==> config.mk <==
export PLATFORM = sky130hd
export DESIGN_NAME = shift_row_unit
export DESIGN_NICKNAME = d
export VERILOG_FILES = /design/src/rtl/shift_row_unit.sv
export SDC_FILE = /design/constraint.sdc
export NUM_CORES = 1
export LEC_CHECK = 0
export BUFFER_PORTS_ARGS = -buffer_cell sky130_fd_sc_hd__clkbuf_2
export CAP_MARGIN = 10
export CORE_MARGIN = 2
export CORE_UTILIZATION = 55
export CTS_BUF_LIST = sky130_fd_sc_hd__clkbuf_16
export DETAILED_ROUTE_END_ITERATION = 6
export PLACE_DENSITY = 0.81
export SLEW_MARGIN = 20
export SYNTH_ARGS = -nofsm -noshare
export SYNTH_HDL_FRONTEND = slang
export SYNTH_SLANG_ARGS = --single-unit
==> constraint.sdc <==
create_clock -name clk -period 2.6 [get_ports clk]
set_input_delay 0.26 -clock clk [delete_from_list [all_inputs] [get_ports clk]]
set_output_delay 0.26 -clock clk [all_outputs]
set_load 0.05 [all_outputs]
==> src/rtl/shift_row_unit.sv <==
// Rijndael ShiftRows / InvShiftRows stage for NB = 4, 6 or 8 columns,
// with a valid/ready input and a DEPTH-entry output FIFO that absorbs downstream stalls.
module shift_row_unit #(
  parameter int NB    = 4,
  parameter int DEPTH = 2,
  parameter int CNT_W = 16
) (
  input  logic               clk,
  input  logic               reset_n,
  input  logic               inValid,
  output logic               inReady,
  input  logic [32*NB-1:0]   inputData,
  input  logic               inverse,
  output logic               outValid,
  input  logic               outReady,
  output logic [32*NB-1:0]   outputData,
  output logic               outInverse,
  output logic [CNT_W-1:0]   blockCount
);

  localparam int W     = 32 * NB;
  localparam int PTR_W = (DEPTH > 1) ? $clog2(DEPTH) : 1;
  localparam int CW    = $clog2(DEPTH + 1);

  if (!(NB == 4 || NB == 6 || NB == 8)) begin : g_bad_nb
    $error("shift_row_unit: NB must be 4, 6 or 8");
  end
  if (DEPTH < 1 || DEPTH > 8) begin : g_bad_depth
    $error("shift_row_unit: DEPTH must be in 1..8");
  end

  // Rows 2 and 3 shift one column further for the 256-bit block.
  function automatic int row_offset(input int r);
    if (NB == 8 && r >= 2) begin
      return r + 1;
    end else begin
      return r;
    end
  endfunction

  function automatic logic [PTR_W-1:0] next_ptr(input logic [PTR_W-1:0] p);
    if (p == PTR_W'(DEPTH - 1)) begin
      return {PTR_W{1'b0}};
    end else begin
      return p + PTR_W'(1);
    end
  endfunction

  logic [W-1:0]       shifted_s;
  logic               push_s;
  logic               pop_s;
  logic [W-1:0]       data_q [DEPTH];
  logic [DEPTH-1:0]   inv_q;
  logic [PTR_W-1:0]   wr_ptr_q, wr_ptr_d;
  logic [PTR_W-1:0]   rd_ptr_q, rd_ptr_d;
  logic [CW-1:0]      count_q, count_d;
  logic [CNT_W-1:0]   blk_cnt_q, blk_cnt_d;

  // Byte permutation of the incoming state; byte k = 4*c + r sits at the MSB end for k = 0.
  always_comb begin
    shifted_s = {W{1'b0}};
    for (int c = 0; c < NB; c++) begin
      for (int r = 0; r < 4; r++) begin
        if (inverse) begin
          shifted_s[W-1-8*(4*c+r) -: 8] = inputData[W-1-8*(4*((c - row_offset(r) + NB) % NB)+r) -: 8];
        end else begin
          shifted_s[W-1-8*(4*c+r) -: 8] = inputData[W-1-8*(4*((c + row_offset(r)) % NB)+r) -: 8];
        end
      end
    end
  end

  assign inReady    = (count_q < CW'(DEPTH));
  assign outValid   = (count_q != {CW{1'b0}});
  assign push_s     = inValid && inReady;
  assign pop_s      = outValid && outReady;
  assign outputData = data_q[rd_ptr_q];
  assign outInverse = inv_q[rd_ptr_q];
  assign blockCount = blk_cnt_q;

  // FIFO pointer, occupancy and block counter next state.
  always_comb begin
    wr_ptr_d  = push_s ? next_ptr(wr_ptr_q) : wr_ptr_q;
    rd_ptr_d  = pop_s ? next_ptr(rd_ptr_q) : rd_ptr_q;
    blk_cnt_d = push_s ? blk_cnt_q + CNT_W'(1) : blk_cnt_q;
    case ({push_s, pop_s})
      2'b10:   count_d = count_q + CW'(1);
      2'b01:   count_d = count_q - CW'(1);
      default: count_d = count_q;
    endcase
  end

  // State registers and FIFO storage, all zeroed on reset so nothing stale leaks out.
  always_ff @(posedge clk or negedge reset_n) begin
    if (!reset_n) begin
      wr_ptr_q  <= {PTR_W{1'b0}};
      rd_ptr_q  <= {PTR_W{1'b0}};
      count_q   <= {CW{1'b0}};
      blk_cnt_q <= {CNT_W{1'b0}};
      inv_q     <= {DEPTH{1'b0}};
      for (int i = 0; i < DEPTH; i++) begin
        data_q[i] <= {W{1'b0}};
      end
    end else begin
      wr_ptr_q  <= wr_ptr_d;
      rd_ptr_q  <= rd_ptr_d;
      count_q   <= count_d;
      blk_cnt_q <= blk_cnt_d;
      if (push_s) begin
        data_q[wr_ptr_q] <= shifted_s;
        inv_q[wr_ptr_q]  <= inverse;
      end
    end
  end

endmodule
==> flow_summary.json, run 1 <==
{
  "seq_area_frac_synth": 0.5641,
  "ant_nets": 0,
  "rsz0062_at_grt": "no",
  "syn_area_sq_mm": 0.01233,
  "drt_iter0_markers": 430,
  "nNetsFinal": 1443,
  "cap_violations": 0,
  "remaining_drc_errors": 0,
  "clk_latency_ps": 530,
  "fmax_mhz": 405.7,
  "pin_count": 280,
  "placed_cells": 1492,
  "syn_inst": 977,
  "syn_avg_cell_area_sq_um": 12.62,
  "path_cells": "buf_4 -> mux2_2 -> clkbuf_2",
  "post_cts_resized": 0,
  "wire_per_inst_microns": 17.74,
  "path_clk_slew_ps": 60,
  "synthesis.nets": 1112,
  "maxSlewViolCount": 0,
  "max_slew.worst_pin.slew_ps": 603.5,
  "first_pass_iters": 4,
  "grt_pass1_vias": 9170,
  "final.min_clock_period_ps": 2465,
  "cp-startpoint": "rd_ptr_q",
  "ctsRootBufferMaster": "clkbuf_16",
  "grt_max_degree": 105,
  "r2r_start": "count_q[1]",
  "n_antenna_cell": 0,
  "clock_path_buffers": 3,
  "critPathCaptureType": "primary output",
  "yosys_warnings": 0,
  "cts_tree": "built",
  "fp.coreArea_sq_mm": 0.02189,
  "ys_types": 24,
  "maxSlewHeadroom": 0.5976,
  "status": "finished, final reports clean",
  "synth-edff-count": 0,
  "slowest_delay_ps": 780,
  "synthArstFlopShare": 1.000,
  "htree_levels": 1,
  "place_hpwl_microns": 18330,
  "crit_type": "reg2out",
  "critical_path_required_ps": 2340,
  "initial_core_util": 0.5633,
  "setup_violations": 0,
  "viasPerCell": 5.391,
  "die_w_microns": 153.7,
  "vias": 8664,
  "antenna_found_initial": 0,
  "fp.dieH_microns": 153.7,
  "postCtsSetupRepairBufs": 0,
  "yosys.area.top_type": "dfrtp_1",
  "synthFlopType": "dfrtp_1",
  "yosys-top-cells-area": "dfrtp_1, mux2_2, mux2i_1",
  "worstPathArrival_ps": 2200,
  "final-instance-count-excl-fill": 1607,
  "num_rows": 54,
  "start_kind": "register",
  "area_growth_pct": 26.73,
  "hold_path_startpoint": "inputData[1]",
  "synth_seq_cells": 278,
  "period_share": 0.9480,
  "fin_tns_setup_ps": 0,
  "hold_viol": 0,
  "die_area_sq_mm": 0.02364,
  "grt_overflow_total": 0,
  "hold_buffers": 64,
  "path_max_fanout": 28,
  "hp-class": "in2reg",
  "grt_pass1_wl_microns": 46610,
  "io_buffers": 279,
  "numClockSinks": 278,
  "gp_congestion": 0.8009,
  "cts_buffers": 29,
  "yosys.area.top_type_share": 0.5641,
  "drt_wl_total_microns": 28500,
  "grt.total_usage": 0.2399,
  "finalClockSkew_ps": 6.111,
  "drive_gt1_frac": 0.4567,
  "crit_slowest_cell": "dfrtp_4"
}
[final timing paths]
| kind | end | slack, ps | depth (start not counted) |
|---|---|---|---|
| worst min-delay path | data_q[225] | 50 | 3 |
| worst max-delay path | outInverse | 140 | 3 |
| worst max register to register | data_q[174] | 650 | 5 |
| max in group asynchronous | data_q[103] | 1520 | 3 |
| worst min register to register | data_q[83] | 470 | 2 |
| min in group asynchronous | data_q[25] | 290 | 2 |
[flip-flops by register name, indices dropped and copies added (netlist names)]
| signal | count |
|---|---|
| wr_ptr_q | 1 |
| inv_q | 2 |
| count_q | 2 |
| rd_ptr_q | 1 |
| blockCount | 16 |
| data_q | 256 |
[routing by layer]
layer,GRT usage,vias to the layer above,share of wire
met5,0,-,0
met4,0.07427,0,0.033
met3,0.06313,66,0.069
met2,0.4011,261,0.49
met1,0.3086,4254,0.41
li1,-,4083,-
[critical path, delay by kind of cell (launching register included)]
| family | cells | cell delay [ps] |
|---|---|---|
| multiplexers | 1 | 360 |
| flip-flops | 1 | 780 |
| buffers and inverters | 2 | 530 |
[layout by cell type (no fill, tap or decap), types with 2 or more instances in the layout]
master         count
dfrtp_1          277
clkbuf_2         277
mux2_2           259
nand2_1           72
nor2_1            67
dlygate4sd3_1     65
mux2i_1           64
o21ai_0           64
a21oi_1           64
clkbuf_16         29
xnor2_1           15
buf_12            14
clkinv_2           9
buf_4              8
inv_1              7
nand4_1            5
xor2_1             5
clkinv_1           5
and4_1             3
nand3_1            3
and3_1             2
ha_1               2
[synth_stat cells (3+ instances only)]
cell type and number:
mux2_2 259, xnor2_1 15, buf_1 4, nor2_1 67, dfrtp_1 278, clkbuf_1 13
mux2i_1 64, o21ai_0 64, a21oi_1 64, xor2_1 5, nand3_1 3, nand2_1 73
buf_2 48, nand4_1 5, and4_1 3
[final cells by class]
type,instances,area (sq um)
Inverter,2,10.01
Clock inverter,21,116.4
Tap cell,280,350.3
Multi-Input combinational cell,632,5074
Clock buffer,29,725.7
Fill cell,1465,6262
Sequential cell,278,6960
Timing Repair Buffer,365,2392
[per-stage QoR]
| stage | hold slack [ps] | cell area (sq um) | utilization | worst slack (ps) |
|---|---|---|---|---|
| 2_1_floorplan | -35.59 | 12330 | - | 820.8 |
| 3_3_place_gp | 267.3 | 14140 | 0.6457 | 723.4 |
| 3_5_place_dp | 269.2 | 14140 | 0.6457 | 687.0 |
| 4_1_cts | 0.5634 | 15620 | 0.7135 | 109.6 |
| 5_1_grt | 57.57 | 15630 | 0.7139 | 52.52 |
| 6_report | 51.05 | 15630 | 0.7139 | 135.3 |
[logic make-up (layout without fill, tap and decap cells)]
| family | Yosys count | count (layout) | synth area share |
|---|---|---|---|
| fa+ha+maj | 2 | 2 | 0.002029 |
| mux | 323 | 323 | 0.2885 |
| buf+inv | 67 | 417 | 0.02547 |
| xor+xnor | 20 | 20 | 0.01420 |
| simple gates | 159 | 159 | 0.05377 |
| flops | 278 | 278 | 0.5641 |
| compound gates | 128 | 128 | 0.05195 |
Power of run 1 is left out: the tool's default activity adds up to more than one toggle a clock period on the data nets, which glitch-free logic cannot reach.
==> inputs of run 2 (changes only) <==
--- a/config.mk
+++ b/config.mk
@@ -11,7 +11,7 @@
 export CORE_UTILIZATION = 55
 export CTS_BUF_LIST = sky130_fd_sc_hd__clkbuf_16
 export DETAILED_ROUTE_END_ITERATION = 6
-export PLACE_DENSITY = 0.81
+export PLACE_DENSITY = 0.9
 export SLEW_MARGIN = 20
 export SYNTH_ARGS = -nofsm -noshare
 export SYNTH_HDL_FRONTEND = slang
==> run 2 against run 1 <==
Effect of this change: critical path depth is the same; wire length up 4.4%; sequential share of layout area rose by 0.23 points; cell count shrank 0.31%; fmax increased by 5.3%; flip-flop and latch count did not move; clock skew increased by 3.7 ps; hold slack got worse by 15 ps; global-route usage is 1.0 points higher; largest cell class unchanged.
==> flow_summary.json, run 2 (same netlist as run 1, synthesis figures left out) <==
{
  "rsz0062_at_grt": "no",
  "grt_util_met2": 0.4491,
  "initial_core_util": 0.5633,
  "period_share": 0.9005,
  "grt_overflow_total": 0,
  "drive_gt1_frac": 0.4531,
  "pin_count": 280,
  "antenna_found_initial": 0,
  "wire_per_inst_microns": 18.57,
  "ctsRootBufferMaster": "clkbuf_16",
  "cap_violations": 0,
  "postCtsSetupRepairBufs": 0,
  "first_pass_iters": 4,
  "hold_viol": 0,
  "ant_nets": 0,
  "numClockSinks": 278,
  "fp.dieH_microns": 153.7,
  "nNetsFinal": 1438,
  "path_cells": "buf_12 -> mux2_2 -> clkbuf_2",
  "gp_congestion": 0.8023,
  "largest_reg_flops": 256,
  "htree_levels": 1,
  "finalClockSkew_ps": 9.788,
  "cp_num_buf_inv": 2,
  "fmax_mhz": 427.1,
  "io_buffers": 279,
  "place_hpwl_microns": 18330,
  "fill_cells": 1430,
  "vias": 8757,
  "maxSlewViolCount": 0,
  "max_slew.worst_pin.slew_ps": 569.0,
  "viasPerCell": 5.466,
  "path_max_fanout": 63,
  "n_antenna_cell": 0,
  "grt_max_degree": 93,
  "slowest_delay_ps": 490,
  "drt_iter0_markers": 373,
  "fin_tns_setup_ps": 0,
  "placed_cells": 1489,
  "grt_pass1_wl_microns": 48400,
  "path_clk_slew_ps": 60,
  "status": "finished, final reports clean",
  "drt_wl_total_microns": 29750,
  "grtUsageMet3": 0.05383,
  "crit_type": "reg2out",
  "final.min_clock_period_ps": 2341,
  "num_rows": 54,
  "grt_busiest_layer": "met2",
  "grt.total_usage": 0.2499,
  "die_w_microns": 153.7,
  "crit_slowest_cell": "dfrtp_4",
  "grt_pass1_vias": 9325,
  "largest-register": "data_q",
  "die_area_sq_mm": 0.02364,
  "clk_latency_ps": 530,
  "hp-class": "in2reg",
  "critPathTopFamily": "buffers and inverters",
  "fin_ws_ps": 258.8,
  "cts_tree": "built",
  "worstPathArrival_ps": 2080,
  "cts_buffers": 28,
  "start_kind": "register",
  "fin_util": 0.7103,
  "area_growth_pct": 26.10,
  "remaining_drc_errors": 0,
  "pre_cts_ws_ps": 668.1,
  "fp.coreArea_sq_mm": 0.02189,
  "final_cell_mix": "dfrtp_1, clkbuf_2, mux2_2",
  "final-instance-count-excl-fill": 1602,
  "clock_path_buffers": 3,
  "critPathCaptureType": "primary output",
  "setup_violations": 0,
  "met1_usage": 0.3064,
  "critical_path_required_ps": 2340,
  "maxSlewHeadroom": 0.6206
}
-- run 2: stage by stage --
stage               cell area, sq um  hold slack (ps)
finish                         15550            36.25
global route                   15550            18.53
CTS                            15550            1.778
detailed placement             14050            265.4
global placement               14050            263.4
floorplan                      12330           -35.59
-- run 2: path summary, 6_finish.rpt --
path	startpoint	end	slack (ps)	cells after the start
worst min register to register	data_q[82]	data_q[82]	470	2
worst min-delay path	inputData[9]	data_q[201]	40	2
worst max-delay path	rd_ptr_q	outputData[78]	260	3
max in group asynchronous	reset_n	data_q[255]	1480	3
min in group asynchronous	reset_n	data_q[153]	280	2
worst max register to register	count_q[1]	data_q[255]	600	5
-- run 2: timing repair --
action	4_1_cts	5_1_grt
endpoints found under the hold margin	191	0
hold buffers	64	0
gates resized for setup	0	0
-- run 2: final cells by class --
class                      count  area (sq um)  share of cell area
sequential                   278          6960              0.4476
multi-input combinational    632          5074              0.3263
timing repair buffer         361          2297              0.1477
clock buffer                  29         725.7             0.04667
tap                          280         350.3             0.02253
clock inverter                20         132.6            0.008529
inverter                       2         10.01           0.0006437
-- run 2: per-layer routing --
layer  routed length (microns)  share of wire
met4                       714          0.024
met2                     15460           0.52
met5                         0              0
met3                      1839          0.062
met1                     11730           0.39
-- run 2: worst reg2reg max path: cells and delay by family (launching register included) --
family	cells	cell delay [ps]
AND/OR/NAND/NOR	2	530
multiplexers	1	490
buffers and inverters	2	440
flip-flops	1	420
Power of run 2 is left out for the same reason.
